<file path="src/rtl/m72_pkg.sv">
// Shared constants for the M72 sound command path: Z80 RST vector masks and I/O port numbers.
package m72_pkg;

    localparam logic [7:0] SND_VEC_IDLE     = 8'hFF;
    localparam logic [7:0] SND_VEC_YM_MASK  = 8'hEF;
    localparam logic [7:0] SND_VEC_CMD_MASK = 8'hDF;

    localparam logic [7:0] SND_CMD_PORT_WR  = 8'h00;
    localparam logic [7:0] SND_Z80_PORT_RD  = 8'h02;
    localparam logic [7:0] SND_Z80_PORT_ACK = 8'h06;

    // Each active source clears its own bit of the idle RST FF; both together give RST 08h (CF).
    function automatic logic [7:0] snd_vec_merge(input logic ym_active, input logic cmd_pending);
        logic [7:0] vec;
        vec = SND_VEC_IDLE;
        if (ym_active)   vec = vec & SND_VEC_YM_MASK;
        if (cmd_pending) vec = vec & SND_VEC_CMD_MASK;
        return vec;
    endfunction

endpackage

</file>
<file path="src/rtl/sound_cmd_if.sv">
// Main-CPU / sound-Z80 command handshake bundle. The slave modport is the latch end.
interface sound_cmd_if;

    logic       main_wr;
    logic [7:0] main_din;
    logic       main_pending;
    logic       snd_ack;
    logic [7:0] snd_dout;
    logic       ym_irq_n;
    logic       z80_int_n;
    logic [7:0] z80_int_vector;
    logic       overflow;

    modport slave (
        input  main_wr, main_din, snd_ack, ym_irq_n,
        output main_pending, snd_dout, z80_int_n, z80_int_vector, overflow
    );

    modport master (
        output main_wr, main_din, snd_ack, ym_irq_n,
        input  main_pending, snd_dout, z80_int_n, z80_int_vector, overflow
    );

endinterface

</file>
<file path="src/rtl/sound_cmd_fifo.sv">
// Small synchronous FIFO for queued sound commands; DEPTH must be a power of two so pointers wrap freely.
module sound_cmd_fifo #(
    parameter int DEPTH  = 4,
    parameter int DATA_W = 8
) (
    input  logic                       clk,
    input  logic                       rst,
    input  logic                       push,
    input  logic                       pop,
    input  logic [DATA_W-1:0]          din,
    output logic [DATA_W-1:0]          head,
    output logic [$clog2(DEPTH):0]     count,
    output logic                       full,
    output logic                       empty
);

    localparam int AW = $clog2(DEPTH);

    logic [DATA_W-1:0] mem_q [DEPTH];
    logic [AW-1:0]     rd_ptr_q, rd_ptr_d;
    logic [AW-1:0]     wr_ptr_q, wr_ptr_d;
    logic [AW:0]       count_q, count_d;
    logic              do_push, do_pop;

    assign empty = (count_q == '0);
    assign full  = (count_q == (AW+1)'(DEPTH));
    assign head  = mem_q[rd_ptr_q];
    assign count = count_q;

    // A pop frees the slot in the same edge, so a push at full still lands when paired with one.
    assign do_pop  = pop & ~empty;
    assign do_push = push & (~full | do_pop);

    always_comb begin
        rd_ptr_d = rd_ptr_q;
        wr_ptr_d = wr_ptr_q;
        count_d  = count_q;
        if (do_pop)  rd_ptr_d = rd_ptr_q + AW'(1);
        if (do_push) wr_ptr_d = wr_ptr_q + AW'(1);
        case ({do_push, do_pop})
            2'b10:   count_d = count_q + (AW+1)'(1);
            2'b01:   count_d = count_q - (AW+1)'(1);
            default: count_d = count_q;
        endcase
    end

    always_ff @(posedge clk or posedge rst) begin
        if (rst) begin
            rd_ptr_q <= '0;
            wr_ptr_q <= '0;
            count_q  <= '0;
        end else begin
            rd_ptr_q <= rd_ptr_d;
            wr_ptr_q <= wr_ptr_d;
            count_q  <= count_d;
        end
    end

    always_ff @(posedge clk) begin
        if (do_push) mem_q[wr_ptr_q] <= din;
    end

endmodule

</file>
<file path="src/rtl/sound_cmd_latch.sv">
// Sound command latch: main V30 writes a byte, Z80 gets an RST interrupt merged with YM2151 IRQ.
// Define SOUND_CMD_FIFO_EN to replace the single latch with a FIFO_DEPTH-entry queue.
module sound_cmd_latch #(
    parameter int FIFO_DEPTH = 4
) (
    input  logic         CLK_32M,
    input  logic         reset,
    sound_cmd_if.slave   bus
);

    import m72_pkg::*;

    generate
        if (FIFO_DEPTH < 2 || FIFO_DEPTH > 16 || (FIFO_DEPTH & (FIFO_DEPTH - 1)) != 0) begin : g_bad_depth
            $error("sound_cmd_latch: FIFO_DEPTH must be a power of two in 2..16");
        end
    endgenerate

    logic       wr_q, wr_d, wr_prev_q, wr_prev_d;
    logic       ack_q, ack_d, ack_prev_q, ack_prev_d;
    logic [7:0] din_q, din_d;
    logic       ym_q, ym_d;
    logic [7:0] vec_q, vec_d;
    logic       int_n_q, int_n_d;
    logic       wr_ev, ack_ev;
    logic       cmd_pending;
    logic [7:0] cmd_dout;

    // Bus strobes are multi-cycle levels; one registered rising edge per write/ack.
    always_comb begin
        wr_d       = bus.main_wr;
        wr_prev_d  = wr_q;
        ack_d      = bus.snd_ack;
        ack_prev_d = ack_q;
        din_d      = bus.main_din;
        ym_d       = bus.ym_irq_n;
    end

    assign wr_ev  = wr_q & ~wr_prev_q;
    assign ack_ev = ack_q & ~ack_prev_q;

`ifdef SOUND_CMD_FIFO_EN
    localparam int CW = $clog2(FIFO_DEPTH) + 1;

    logic [7:0]    fifo_head;
    logic [CW-1:0] fifo_count;
    logic          fifo_full, fifo_empty;
    logic [7:0]    last_q, last_d;
    logic          overflow_q, overflow_d;

    sound_cmd_fifo #(
        .DEPTH  (FIFO_DEPTH),
        .DATA_W (8)
    ) u_fifo (
        .clk   (CLK_32M),
        .rst   (reset),
        .push  (wr_ev),
        .pop   (ack_ev),
        .din   (din_q),
        .head  (fifo_head),
        .count (fifo_count),
        .full  (fifo_full),
        .empty (fifo_empty)
    );

    // Once drained, the Z80 keeps seeing the last byte it consumed rather than a stale slot.
    always_comb begin
        last_d     = last_q;
        overflow_d = overflow_q;
        if (ack_ev && !fifo_empty)             last_d     = fifo_head;
        if (wr_ev && fifo_full && !ack_ev)     overflow_d = 1'b1;
    end

    always_ff @(posedge CLK_32M or posedge reset) begin
        if (reset) begin
            last_q     <= 8'h00;
            overflow_q <= 1'b0;
        end else begin
            last_q     <= last_d;
            overflow_q <= overflow_d;
        end
    end

    assign cmd_pending  = (fifo_count != '0);
    assign cmd_dout     = fifo_empty ? last_q : fifo_head;
    assign bus.overflow = overflow_q;
`else
    logic [7:0] latch_q, latch_d;
    logic       pending_q, pending_d;

    // Write beats ack on a shared edge so a fresh command is never lost.
    always_comb begin
        latch_d   = latch_q;
        pending_d = pending_q;
        if (ack_ev) pending_d = 1'b0;
        if (wr_ev) begin
            latch_d   = din_q;
            pending_d = 1'b1;
        end
    end

    always_ff @(posedge CLK_32M or posedge reset) begin
        if (reset) begin
            latch_q   <= 8'h00;
            pending_q <= 1'b0;
        end else begin
            latch_q   <= latch_d;
            pending_q <= pending_d;
        end
    end

    assign cmd_pending  = pending_q;
    assign cmd_dout     = latch_q;
    assign bus.overflow = 1'b0;
`endif

    always_comb begin
        vec_d   = snd_vec_merge(~ym_q, cmd_pending);
        int_n_d = (vec_d == SND_VEC_IDLE);
    end

    // ym_q resets to the inactive level so INT stays off until the YM line is really sampled.
    always_ff @(posedge CLK_32M or posedge reset) begin
        if (reset) begin
            wr_q       <= 1'b0;
            wr_prev_q  <= 1'b0;
            ack_q      <= 1'b0;
            ack_prev_q <= 1'b0;
            din_q      <= 8'h00;
            ym_q       <= 1'b1;
            vec_q      <= SND_VEC_IDLE;
            int_n_q    <= 1'b1;
        end else begin
            wr_q       <= wr_d;
            wr_prev_q  <= wr_prev_d;
            ack_q      <= ack_d;
            ack_prev_q <= ack_prev_d;
            din_q      <= din_d;
            ym_q       <= ym_d;
            vec_q      <= vec_d;
            int_n_q    <= int_n_d;
        end
    end

    assign bus.main_pending   = cmd_pending;
    assign bus.snd_dout       = cmd_dout;
    assign bus.z80_int_n      = int_n_q;
    assign bus.z80_int_vector = vec_q;

endmodule

</file>
<file path="src/flat_wrapper.sv">
// flat-port wrapper written by rule: the top's interface ports become plain ports
module sound_cmd_latch_flat import m72_pkg::*;
#(
    parameter int FIFO_DEPTH = 4
)
  (CLK_32M, reset, bus_main_wr, bus_main_din, bus_snd_ack, bus_ym_irq_n, bus_main_pending, bus_snd_dout, bus_z80_int_n, bus_z80_int_vector, bus_overflow);
  sound_cmd_if bus_i ();
  input  logic CLK_32M;
  input  logic reset;
  input wire logic [$bits(bus_i.main_wr)-1:0] bus_main_wr;
  input wire logic [$bits(bus_i.main_din)-1:0] bus_main_din;
  input wire logic [$bits(bus_i.snd_ack)-1:0] bus_snd_ack;
  input wire logic [$bits(bus_i.ym_irq_n)-1:0] bus_ym_irq_n;
  output wire logic [$bits(bus_i.main_pending)-1:0] bus_main_pending;
  output wire logic [$bits(bus_i.snd_dout)-1:0] bus_snd_dout;
  output wire logic [$bits(bus_i.z80_int_n)-1:0] bus_z80_int_n;
  output wire logic [$bits(bus_i.z80_int_vector)-1:0] bus_z80_int_vector;
  output wire logic [$bits(bus_i.overflow)-1:0] bus_overflow;
  assign bus_i.main_wr = bus_main_wr;
  assign bus_i.main_din = bus_main_din;
  assign bus_i.snd_ack = bus_snd_ack;
  assign bus_i.ym_irq_n = bus_ym_irq_n;
  assign bus_main_pending = bus_i.main_pending;
  assign bus_snd_dout = bus_i.snd_dout;
  assign bus_z80_int_n = bus_i.z80_int_n;
  assign bus_z80_int_vector = bus_i.z80_int_vector;
  assign bus_overflow = bus_i.overflow;
  sound_cmd_latch #(.FIFO_DEPTH(FIFO_DEPTH)) u_core (.CLK_32M(CLK_32M), .reset(reset), .bus(bus_i));
endmodule
</file>
<file path="config.mk">
export PLATFORM = sky130hd
export DESIGN_NAME = sound_cmd_latch_flat
export DESIGN_NICKNAME = d
export VERILOG_FILES = /design/src/rtl/m72_pkg.sv /design/src/rtl/sound_cmd_if.sv /design/src/rtl/sound_cmd_fifo.sv /design/src/rtl/sound_cmd_latch.sv /design/src/flat_wrapper.sv
export SDC_FILE = /design/constraint.sdc
export NUM_CORES = 1
export LEC_CHECK = 0
export CAP_MARGIN = 30
export CELL_PAD_IN_SITES_DETAIL_PLACEMENT = 1
export CELL_PAD_IN_SITES_GLOBAL_PLACEMENT = 2
export CORE_MARGIN = 2
export CORE_UTILIZATION = 30
export DETAILED_ROUTE_END_ITERATION = 10
export PLACE_DENSITY = 0.91
export SKIP_LAST_GASP = 1
export SLEW_MARGIN = 30
export SYNTH_ARGS = -nofsm -noshare
export SYNTH_HDL_FRONTEND = slang
export SYNTH_HIERARCHICAL = 1
export SYNTH_SLANG_ARGS = --single-unit
</file>
<file path="constraint.sdc">
create_clock -name CLK_32M -period 3.57 [get_ports CLK_32M]
set_clock_uncertainty 0.2 [all_clocks]
set_input_delay 1.071 -clock CLK_32M [delete_from_list [all_inputs] [get_ports CLK_32M]]
set_output_delay 1.071 -clock CLK_32M [all_outputs]
set_load 0.05 [all_outputs]
</file>
======== Word level (Yosys, flattened, before mapping) ========
Cells that the tools add are included.
Widths: inputs -> output; s select.
storage, ports and cells
  register bits ........................... 31
  input port bits ......................... 13
  logic and storage cells ................. 20
cells by class
  reductions and logical operators ........ 1
  eq/ne operators ......................... 1
  bitwise operators ....................... 4
  muxes and demuxes ....................... 4
operators by type and width
  cell                count
  $eq 8x8->1 const B  1
  $mux 6              1
  $mux 5              1
  $and 1x1->1         2
  $mux 1              2
  $not 1->1           2
  $reduce_bool 2->1   1

======== Longest topological paths before layout ========
Gate-level depths: netlist of the first run.
  depth after elaboration ................. 4
  depth in mapped cells ................... 3
  mapped depth without buffers ............ 2

======== Worst setup path after synthesis of the first run ========
OpenSTA, ideal clock, no wires.
  kind .................................... register to output
  start ................................... reg u_core.int_n_q, in the netlist u_core/bus.z80_int_n
  end ..................................... out bus_z80_int_n
  path buffers ............................ 0
  cell stages (with the launch flop) ...... 1
  slack ................................... 1643 ps
  arrival time ............................ 656 ps
  cell sequence ........................... dfstp_2
RTL lines
  item                      line                    RTL
  start: declaration        sound_cmd_latch.sv:24   logic int_n_q, int_n_d;
  start signal: assignment  sound_cmd_latch.sv:141  int_n_q <= int_n_d;
  end: declaration          flat_wrapper.sv:16      output wire logic [$bits(bus_i.z80_int_n)-1:0] bus_z80_int_n;
No word-level cell between the ends.

======== Worst setup path after layout of the first run ========
  start ................................... reg u_core.vec_q[4], in the netlist u_core/bus.z80_int_vector[4]
  end ..................................... out bus_z80_int_vector[4]
RTL lines
  item                      line                    RTL
  start: declaration        sound_cmd_latch.sv:23   logic [7:0] vec_q, vec_d;
  start signal: assignment  sound_cmd_latch.sv:140  vec_q <= vec_d;
  end: declaration          flat_wrapper.sv:17      output wire logic [$bits(bus_i.z80_int_vector)-1:0] bus_z80_int_vector;
No word-level cell between the ends.

==> run_results.csv, run 1 <==
group,metric,value,unit
timing,hold_violations,0,
timing,fmax,343.6,MHz
final_layout,drive_gt1_frac,0.2432,
routing,viasPerCell,4.124,
timing,setup_ws,0.6600,ns
floorplan,start_util,0.3135,
timing,period_share,0.8151,
floorplan,rows,19,
final_layout,nets,88,
clock_network,cts_tree,"done",
grt,overflow,0,
final_layout,fin_util,0.4079,
critical_path,startpoint_type,"flip-flop",
placed_design,place.gp.congestion,0.6063,
routing,route.detailed.drc,0,
clock_network,cts_resized,0,
critical_path,arrival,1.64,ns
synthesis,ys.flop_type,"dfrtp_1",
grt,grt_pass1_vias,484,
synthesis,ys_top_cells_by_area,"dfrtp_1 61%, mux2_4 14%, dfstp_2 12%",
timing,setup_violations,0,
critical_path,critPathTopFamily,"buffers and inverters",
clock_network,htree_num_levels,1,
routing,wl_per_cell,12.33,um
pwr,p_per_area,538.1,nW/um^2
floorplan,io-pin-count,32,
synthesis,synth_cell_types,11,
routing,drtIter0Drc,6,
floorplan,die-area,3328,sq um
routing,ant_nets,0,
synthesis,syn-instance-count,49,
critical_path,crit_chain,"clkdlybuf4s50_1",
floorplan,die_w,57.69,um
timing,fin_crit,2.910,ns
critical_path,endpoint_kind,"primary output",
critical_path,crit_type,"reg2out",
status,status,"finished clean",
final_layout,fillCellCount,286,
grt,track_usage,0.09418,
synthesis,yosysWarningCount,6,
placed_design,dp_hpwl,953.1,um
timing,final_max_slew_viol_count,0,
clock_network,clockRootBuffer,"clkbuf_4",
critical_path,slowest_delay,0.79,ns
pwr,power_leakage,0.5052,nW
synthesis,synth.most_common_cell,"dfrtp_1",
routing,firstDrtPassIters,2,
clock_network,clock_latency,0.31,ns
clock_network,cts.sinks,25,
critical_path,path_buf_inv,1,
synthesis,synth_edf_count,0,
pwr,ir_worst_vdd,0.2523,mV
clock_network,clk_transition_reported_paths,0.12,ns
clock_network,cts_hold_buf,0,
clock_network,postCtsSetupBuffers,0,
placed_design,post-place-ws,1.002,ns
final_layout,stdcell_count,105,
floorplan,die_h,57.69,um
placed_design,portBuffers,24,
critical_path,cp.required,2.30,ns
synthesis,yosysTopAreaCellShare,0.6078,
timing,maxSlewHeadroom,0.6639,
critical_path,worst-r2r-cell-count,2,
grt,grt_max_degree,26,
clock_network,cts_made_buffers,3,
placed_design,placed_cells_incl_taps,101,
synthesis,avgSynthCellArea,17.64,sq um
synthesis,ys_ff_latch,25,
critical_path,critPathSlowestCell,"clkdlybuf4s50_1",
final_layout,diodes,0,
synthesis,yosysTopAreaCell,"dfrtp_1",
synthesis,seq_area_frac_synth,0.7294,
floorplan,core,2758,sq um
worst_hold_path,min_path_cells,0,
synthesis,syn_area,864.6,sq um
grt,grt_pass1_wl,2270,um
grt,antenna_found_initial,0,
clock_network,clk_path_buf_depth,2,
final_layout,syn2layout_area_growth,30.10,%
final_layout,design_area,1125,sq um
timing,tightest_slew,0.5026,ns
synthesis,synth_common_cells,"21 x dfrtp_1, 8 x mux2_4, 7 x buf_4",
routing,drt_wl_total,1295,um
placed_design,place_area,1099,sq um
timing,setup_tns,0,ns
job,maxCapViolCount,0,
critical_path,cp.depth,1,
critical_path,path_max_fanout,1,
timing,grt_setup_unrepaired,"no",
routing,num_vias,433,
worst_hold_path,hp-class,"reg2reg",
synthesis,ys_async_sr_fraction,1.000,
per-stage QoR:
stage | hold slack, ns | power, mW
floorplan | 0.1510 | 0.4429
global route | 0.1809 | 0.6321
detailed placement | 0.1617 | 0.4913
global placement | 0.1525 | 0.4876
CTS | 0.1802 | 0.6168
finish | 0.1797 | 0.6052
final timing paths:
check,from,end,slack [ns]
worst max-delay path,u_core/bus.z80_int_vector[4],bus_z80_int_vector[4],0.66
worst min-delay path,u_core/ym_q,u_core/bus.z80_int_vector[4],0.18
worst max register to register,u_core/wr_prev_q,u_core/bus.snd_dout[7],2.17
worst min register to register,u_core/ym_q,u_core/bus.z80_int_vector[4],0.18
max in group asynchronous,reset,u_core/bus.z80_int_n,1.92
min in group asynchronous,reset,u_core/bus.snd_dout[3],0.89
kinds of logic after synthesis:
| kind of cell | share of synthesized area |
|---|---|
| flops | 0.7294 |
| buf+inv | 0.08249 |
| mux | 0.1389 |
| simple gates | 0.03040 |
| other cells | 0.008686 |
| compound gates | 0.01013 |
power by group:
group	total [mW]	switching, mW	internal, mW
clock network	0.121	0.0777	0.0437
registers	0.323	0.0125	0.310
logic	0.161	0.0999	0.0613
total	0.605	0.190	0.415
cell usage in the layout (no fill, tap or decap):
master and n:
clkbuf_1 1, dfrtp_1 21, nand2b_1 1, inv_2 1
conb_1 7, mux2_4 8, a21o_2 1, clkdlybuf4s50_1 24
nor2b_1 1, clkbuf_4 3, inv_1 1, dfstp_2 4
nor2b_4 1
area by class of cell:
type                       instances  area, sq um  area share
multi-input combinational         19        181.4      0.1613
inverter                           2        7.507    0.006674
sequential                        25        630.6      0.5606
clock buffer                       4        26.28     0.02336
timing repair buffer              24        240.2      0.2136
tap                               31        38.79     0.03448
metal layers:
metal,vias up,global-route usage,wire length [um]
met1,222,0.1139,477
li1,188,-,-
met2,21,0.1526,719
met4,0,0.05980,15
met3,2,0.02009,82
met5,-,0,0
Power figures use the tool's default switching activity.
==> run 2, diff against run 1 <==
--- a/config.mk
+++ b/config.mk
@@ -9,9 +9,9 @@
 export CELL_PAD_IN_SITES_DETAIL_PLACEMENT = 1
 export CELL_PAD_IN_SITES_GLOBAL_PLACEMENT = 2
 export CORE_MARGIN = 2
-export CORE_UTILIZATION = 30
+export CORE_UTILIZATION = 26
 export DETAILED_ROUTE_END_ITERATION = 10
-export PLACE_DENSITY = 0.91
+export PLACE_DENSITY = 0.84
 export SKIP_LAST_GASP = 1
 export SLEW_MARGIN = 30
 export SYNTH_ARGS = -nofsm -noshare
==> constraint.sdc (replaced) <==
create_clock -name CLK_32M -period 2.4 [get_ports CLK_32M]
set_clock_uncertainty 0.2 [all_clocks]
set_input_delay 0.72 -clock CLK_32M [delete_from_list [all_inputs] [get_ports CLK_32M]]
set_output_delay 0.72 -clock CLK_32M [all_outputs]
set_load 0.05 [all_outputs]
==> run_results.csv, run 2 (same netlist as run 1, synthesis figures left out) <==
group,metric,value,unit
status,status,"finished clean",
critical_path,crit_type,"reg2out",
critical_path,endpoint_kind,"primary output",
pwr,p_per_area,785.7,nW/um^2
grt,grt_pass1_wl,1994,um
grt,busiest_layer,"met2",
worst_hold_path,hp-class,"reg2reg",
grt,grt_max_degree,16,
clock_network,clock_latency,0.31,ns
critical_path,critPathTopFamily,"buffers and inverters",
floorplan,core,3103,sq um
final_layout,fillCellCount,352,
pwr,ir_worst_vdd,0.4421,mV
grt,antenna_found_initial,0,
grt,met2_usage,0.1263,
timing,grt_setup_unrepaired,"no",
placed_design,place.gp.congestion,0.6524,
clock_network,clk_path_buf_depth,2,
final_layout,nets,90,
critical_path,startpoint_type,"flip-flop",
timing,setup_violations,0,
final_layout,syn2layout_area_growth,30.82,%
clock_network,cts_made_buffers,3,
critical_path,slowest_delay,0.53,ns
final_layout,layout_common_cells,"21 x dfrtp_1, 12 x clkdlybuf4s50_1, 11 x buf_4, 8 x mux2_4, 7 x conb_1",
timing,final_max_slew_viol_count,0,
grt,grtUsageMet1,0.08719,
grt,grt_pass1_vias,444,
final_layout,drive_gt1_frac,0.3816,
routing,num_vias,430,
routing,ant_nets,0,
placed_design,dp_hpwl,971.2,um
clock_network,cts.sinks,25,
floorplan,die_w,61.67,um
routing,drt_wl_total,1288,um
clock_network,cts_hold_buf,0,
pwr,seqPwrFrac,0.539,
placed_design,portBuffers,24,
final_layout,stdcell_count,120,
floorplan,rows,20,
floorplan,die-area,3803,sq um
floorplan,io-pin-count,32,
clock_network,cts_resized,3,
clock_network,cts_tree,"done",
timing,hold_violations,0,
final_layout,diodes,0,
timing,fin_crit,2.121,ns
floorplan,die_h,61.67,um
timing,fmax,471.5,MHz
timing,setup_tns,0,ns
clock_network,htree_num_levels,1,
timing,period_share,0.8837,
pwr,pwr-share-comb,0.259,
routing,firstDrtPassIters,2,
critical_path,reg2reg_slack,0.97,ns
routing,route.detailed.drc,0,
pwr,clkPwrFrac,0.202,
grt,track_usage,0.07575,
critical_path,crit_chain,"dlygate4sd2_1",
placed_design,placed_cells_incl_taps,116,
floorplan,start_util,0.2786,
routing,viasPerCell,3.583,
pwr,switching_share,0.3193,
clock_network,postCtsSetupBuffers,0,
clock_network,clockRootBuffer,"clkbuf_4",
pwr,p_total,0.8887,mW
critical_path,cp.required,1.48,ns
pwr,power_leakage,0.5318,nW
critical_path,path_buf_inv,1,
pwr,p_int,0.6050,mW
critical_path,arrival,1.20,ns
job,maxCapViolCount,0,
clock_network,clk_transition_reported_paths,0.13,ns
critical_path,path_max_fanout,2,
final_layout,layout_commonest_cell,"dfrtp_1",
routing,drtIter0Drc,2,
pwr,p_sw,0.2837,mW
grt,overflow,0,
grt,grtUsageMet3,0.04412,
critical_path,critPathSlowestCell,"dlygate4sd2_1",
routing,wl_per_cell,10.73,um
[run 2: cell count changes in the layout (fill, tap and decap cells not counted)]
cell / change
inv_2: -1
clkdlybuf4s50_1: -12
clkbuf_1: -1
dlygate4sd2_1: +3
inv_1: +1
clkinv_2: +1
buf_4: +11
[run 2: final timing paths]
check / start / to / cells past startpoint
setup / recovery: u_core/bus.snd_dout[7] / bus_snd_dout[7] / 1
hold / removal: u_core/ym_q / u_core/bus.z80_int_vector[4] / 0
setup reg to reg: u_core/wr_prev_q / u_core/bus.snd_dout[7] / 2
hold reg to reg: u_core/ym_q / u_core/bus.z80_int_vector[4] / 0
max in group asynchronous: reset / u_core/bus.z80_int_n / 3
min in group asynchronous: reset / u_core/din_q[3] / 3
[run 2: layout make-up]
class / instances / area [sq um] / area share
clock buffers: 3 / 22.52 / 0.01991
clock inverters: 1 / 5.005 / 0.004425
repair buffers: 26 / 229.0 / 0.2024
inverters: 2 / 7.507 / 0.006637
well taps: 44 / 55.05 / 0.04867
multi-input cells: 19 / 181.4 / 0.1604
flip-flops and latches: 25 / 630.6 / 0.5575
[run 2: through the flow]
stage | setup slack [ns] | utilization | hold slack (ns) | cell area, sq um
2_1_floorplan | 0.8245 | - | 0.1510 | 883.3
3_3_place_gp | 0.3541 | 0.3569 | 0.1527 | 1107
3_5_place_dp | 0.3373 | 0.3569 | 0.1562 | 1107
4_1_cts | 0.2504 | 0.3645 | 0.1756 | 1131
5_1_grt | 0.2095 | 0.3645 | 0.1827 | 1131
6_report | 0.2790 | 0.3645 | 0.1744 | 1131
[run 2: routing by layer]
metal / wire [um] / share of wire / up-vias
met2: 666 / 0.52 / 20
met5: 0 / 0 / -
li1: - / - / 192
met4: 0 / 0 / 0
met3: 95 / 0.074 / 0
met1: 526 / 0.41 / 218
[run 2: power by group through the flow]
stage | clock network (mW) | registers, mW | logic, mW
after floorplan | 0 | 0.579 | 0.0799
after global placement | 0 | 0.486 | 0.235
after detailed placement | 0 | 0.489 | 0.237
after CTS | 0.191 | 0.481 | 0.233
after global routing | 0.209 | 0.484 | 0.242
final | 0.180 | 0.479 | 0.230
